File: src/rtl/rr_arbiter10.sv
// rr_arbiter10: 10-way round-robin arbiter with registered grant, binary index and hold-timeout watchdog.
module rr_arbiter10 #(
    parameter int N       = 10,
    parameter int IDXW    = 4,
    parameter int MAXHOLD = 16
) (
    input  logic            iCLK,
    input  logic            iRSTn,
    input  logic [N-1:0]    iREQ,
    input  logic            iDONE,
    output logic [N-1:0]    oGNT,
    output logic [IDXW-1:0] oGNT_IDX,
    output logic            oVALID,
    output logic            oTIMEOUT
);
    typedef enum logic {IDLE, GRANT} state_t;
    state_t state_q, state_d;
    logic [N-1:0] gnt_q, gnt_d;
    logic [IDXW-1:0] idx_q, idx_d, ptr_q, ptr_d;
    logic [7:0] cnt_q, cnt_d;
    logic tmo_q, tmo_d;
    logic expired, rel;
    logic [N-1:0] req_m, rot;
    logic [IDXW-1:0] k, sel;
    logic found;
    logic [IDXW:0] sum;
    always_comb begin
        expired = cnt_q == 8'(MAXHOLD - 1);
        rel = state_q == GRANT && (iDONE || !(|(iREQ & gnt_q)) || expired);
        tmo_d = rel && expired && !iDONE;
        ptr_d = rel ? (idx_q == 4'd9 ? 4'd0 : idx_q + 4'd1) : ptr_q;
        req_m = rel ? iREQ & ~gnt_q : iREQ;
        // rotate so bit 0 is the highest-priority requester, then take the first set bit
        rot = N'({req_m, req_m} >> ptr_d);
        k = '0;
        found = 1'b0;
        for (int i = N - 1; i >= 0; i--) begin
            if (rot[i]) begin
                k = 4'(i);
                found = 1'b1;
            end
        end
        sum = {1'b0, ptr_d} + {1'b0, k};
        sel = sum >= 5'd10 ? 4'(sum - 5'd10) : sum[3:0];
        state_d = state_q;
        gnt_d = gnt_q;
        idx_d = idx_q;
        cnt_d = state_q == GRANT ? cnt_q + 8'd1 : cnt_q;
        if ((state_q == IDLE || rel) && found) begin
            state_d = GRANT;
            gnt_d = N'(1) << sel;
            idx_d = sel;
            cnt_d = '0;
        end else if (rel) begin
            state_d = IDLE;
            gnt_d = '0;
            idx_d = 4'd15;
            cnt_d = '0;
        end
    end
    always_ff @(posedge iCLK) begin
        if (!iRSTn) begin
            state_q <= IDLE;
            gnt_q <= '0;
            idx_q <= 4'd15;
            ptr_q <= '0;
            cnt_q <= '0;
            tmo_q <= 1'b0;
        end else begin
            state_q <= state_d;
            gnt_q <= gnt_d;
            idx_q <= idx_d;
            ptr_q <= ptr_d;
            cnt_q <= cnt_d;
            tmo_q <= tmo_d;
        end
    end
    assign oGNT = gnt_q;
    assign oGNT_IDX = idx_q;
    assign oVALID = |gnt_q;
    assign oTIMEOUT = tmo_q;
endmodule

File: config.mk
export PLATFORM = sky130hd
export DESIGN_NAME = rr_arbiter10
export DESIGN_NICKNAME = d
export VERILOG_FILES = /design/src/rtl/rr_arbiter10.sv
export SDC_FILE = /design/constraint.sdc
export NUM_CORES = 1
export LEC_CHECK = 0
export CELL_PAD_IN_SITES_DETAIL_PLACEMENT = 1
export CELL_PAD_IN_SITES_GLOBAL_PLACEMENT = 1
export CORE_ASPECT_RATIO = 1.1
export CORE_UTILIZATION = 35
export CTS_CLUSTER_DIAMETER = 80
export CTS_CLUSTER_SIZE = 28
export DETAILED_ROUTE_END_ITERATION = 8
export PLACE_DENSITY = 0.65
export SYNTH_ARGS = -nofsm -noshare
export SYNTH_HDL_FRONTEND = slang
export SYNTH_SLANG_ARGS = --single-unit
File: constraint.sdc
create_clock -name iCLK -period 7 [get_ports iCLK]
set_input_delay 1.4 -clock iCLK [delete_from_list [all_inputs] [get_ports iCLK]]
set_output_delay 1.4 -clock iCLK [all_outputs]
set_load 0.03 [all_outputs]
==> results of run 1 <==
## final cells by class
class	count	area, µm²
inverter	24	93.84
fill	1123	5245
timing repair buffer	44	400.4
sequential	28	560.5
clock buffer	3	41.29
tap	114	142.6
multi-input combinational	327	2525
## per-stage QoR
| stage | hold slack, ns | instance area, µm² | setup WS, ns | utilization (%) |
|---|---|---|---|---|
| 2_1_floorplan | 0.5139 | 3287 | 1.041 | - |
| 3_3_place_gp | 0.5330 | 3707 | 0.3679 | 41.15 |
| 3_5_place_dp | 0.5341 | 3707 | 0.06744 | 41.15 |
| 4_1_cts | 0.5531 | 3749 | 0.3585 | 41.61 |
| 5_1_grt | 0.5883 | 3764 | 0.01955 | 41.78 |
| 6_report | 0.5466 | 3764 | 0.4602 | 41.78 |
## worst max-delay path by stage
stage / to / cells past startpoint / from / slack (ns)
floorplan: oGNT[6]$_SDFFE_PN0P_ / 21 / iREQ[4] / 1.04
global placement: oGNT[6]$_SDFFE_PN0P_ / 22 / iREQ[4] / 0.37
detailed placement: oGNT[6]$_SDFFE_PN0P_ / 22 / iREQ[4] / 0.07
CTS: oGNT[6]$_SDFFE_PN0P_ / 22 / iREQ[4] / 0.36
global route: oGNT[6]$_SDFFE_PN0P_ / 21 / iREQ[4] / 0.02
finish: oGNT[6]$_SDFFE_PN0P_ / 20 / iREQ[4] / 0.46
## cell usage in the layout, fill, tap and decap left out, drive strengths merged, types with 10 or more instances in the layout
cell type,n
a211oi,12
a21oi,10
a31oi,13
buf,16
clkdlybuf4s50,28
dfxtp,28
inv,23
mux2,17
mux2i,23
nand2,37
nand3,12
nand4,10
nor2,23
nor3,18
o21ai,19
o32ai,12
## state kept, by name, indices dropped and copies added (netlist names)
name and count:
oGNT 10, oTIMEOUT 1, cnt_q 8, oGNT_IDX 4
state_q 1, ptr_q 4
## critical path: stages
cell and delay (ns):
clkdlybuf4s50_1 0.52, a22oi_1 0.28, nand4_1 0.22, o22ai_4 0.23, mux2_4 0.37, inv_4 0.12, mux2_2 0.35, a211oi_2 0.40
a21oi_1 0.10, a221oi_2 0.28, ha_1 0.22, inv_1 0.05, fa_1 0.69, ha_1 0.29, nand2_1 0.07, a21boi_1 0.29
mux2_2 0.43, nor3_1 0.20, nand2_1 0.08, o32ai_1 0.13
## cells by family (layout without fill, tap and decap cells)
kind of cell / Yosys count / in the layout / synth area share [%]
and+or+nand+nor: 141 / 141 / 22.50
AOI/OAI and AO/OA: 118 / 118 / 28.40
muxes: 48 / 48 / 18.54
buffers and inverters: 46 / 71 / 6.586
DFF: 28 / 28 / 17.05
xor gates and xnor gates: 13 / 13 / 4.035
adders and majority gates: 7 / 7 / 2.893
## repair_timing
item / in CTS / in global routing
setup buffers: 0 / 0
endpoints found under the setup margin: 0 / 5
gates resized for setup: 0 / 3
## routing by layer
layer	global-route usage, %	vias to the layer above	share of wire [%]
met1	35.72	1607	47
met3	3.157	13	4.5
met2	39.65	97	46
li1	-	1599	-
met5	0	-	0
met4	6.923	0	1.9
==> results.json, run 1 <==
{
  "die-width_um": 94.40,
  "stdcell_count": 540,
  "cts_hold_repair.buffers": 0,
  "synth_enable_flop_cells": 0,
  "finClkSkew_ns": 0.004756,
  "run_status": "complete, no violations",
  "hold_path.class": "flip-flop to flip-flop",
  "required_arrival_time_at_the_worst_endpoint_ns": 7.20,
  "synth.top_cells.by_count": "37 x nand2_1, 28 x dfxtp_1, 23 x nor2_1",
  "seq_area_frac_synth_pct": 17.05,
  "core-area_um2": 9009,
  "number_of_distinct_standard_cells_referenced_by_the_synthesized_netlist": 79,
  "tritoncts.num_buffers": 3,
  "synth_top_cell_area_share_pct": 17.05,
  "tritoncts_num_sinks": 28,
  "clock_tree.htree_level_count": 1,
  "first_pass_grt_wire_length_um": 18830,
  "areaGrowthSynthToFinish_pct": 14.50,
  "yosys_warnings": 0,
  "yosysTopAreaCell": "dfxtp_1",
  "drt_pass1_iterations": 5,
  "worst_r2r_path_depth": 20,
  "period_minus_slack_ns": 6.540,
  "avgViaCountPerCell": 6.141,
  "worst_pin_slew_ns": 1.143,
  "cts-root-to-sink-buffers": 2,
  "maxSlewViolCount": 0,
  "overflow": 0,
  "timing.rr.end": "oGNT[6]$_SDFFE_PN0P_",
  "register_bit_total_from_synthesis": 28,
  "min_delay_path_depth": 2,
  "rr_startpoint": "cnt_q[0]$_SDFFE_PP0P_",
  "cp.arrival_ns": 6.74,
  "routed_wl_um": 11880,
  "period_share_pct": 93.43,
  "initial_utilization_pct": 36.49,
  "drcViolationCount": 0,
  "syn_nets": 421,
  "cts.clk_slew.worst_paths_ns": 0.11,
  "largest_net_degree_at_the_start_of_global_routing": 31,
  "cts_tree": "done",
  "post-place-cells": 537,
  "post_synth_inst_count": 401,
  "first_global_vias": 3335,
  "postSynth.asyncResetShare_pct": 0,
  "maxClockFrequency_mhz": 152.9,
  "ioPinCount": 29,
  "routabilityCongestion": 0.8752,
  "fp.dieArea_um2": 9784,
  "max_cap_viol_count": 0,
  "drt.antenna.violating_nets": 0,
  "ant_diodes": 0,
  "first_iter_violations": 190,
  "post-dp-hpwl_um": 9366,
  "netlist_top_cells_area": "dfxtp_1 17%, mux2i_1 6.7%, mux2_2 5.5%",
  "fin_setup_tns_ns": 0,
  "layout-drive-gt1-share_pct": 16.67,
  "reg2reg_setup_slack_ns": 1.05,
  "maxSlewHeadroom_pct": 23.38,
  "syn_avg_cell_area_um2": 8.197,
  "num-nets-final": 448,
  "critical_path.startpoint_type": "input port",
  "report.final.setup_viol": 0,
  "cts-root-buf": "clkbuf_8",
  "critical_path_peak_fanout": 8,
  "portBuffers": 28,
  "grt.total_usage_pct": 25.21,
  "rows": 36,
  "routed-via-count": 3316,
  "synthMostInstantiatedCell": "nand2_1",
  "min_to": "cnt_q[1]$_SDFFE_PP0P_",
  "route.detailed.wl_per_inst_um": 22.00,
  "critPathCaptureType": "flip-flop",
  "clk-insertion-delay-late_ns": 0.29,
  "antenna_found_initial": 0,
  "hold_violations": 0,
  "die_h_um": 103.6,
  "rsz0062_at_grt": "false",
  "synth_ff_type": "dfxtp_1",
  "hold_path.startpoint": "cnt_q[1]$_SDFFE_PP0P_",
  "crit_type": "input port to flip-flop",
  "mappedNetlistArea_um2": 3287
}
Power of run 1 is left out: the tool's default activity adds up to more than one toggle a clock period on the data nets, which glitch-free logic cannot reach.
==> run 2: changes to the inputs <==
Settings changed: TNS_END_PERCENT set to 50.
==> results of run 2 <==
The final DEF is identical to that of run 1; final timing and power are the same.
Power of run 2 is left out for the same reason.
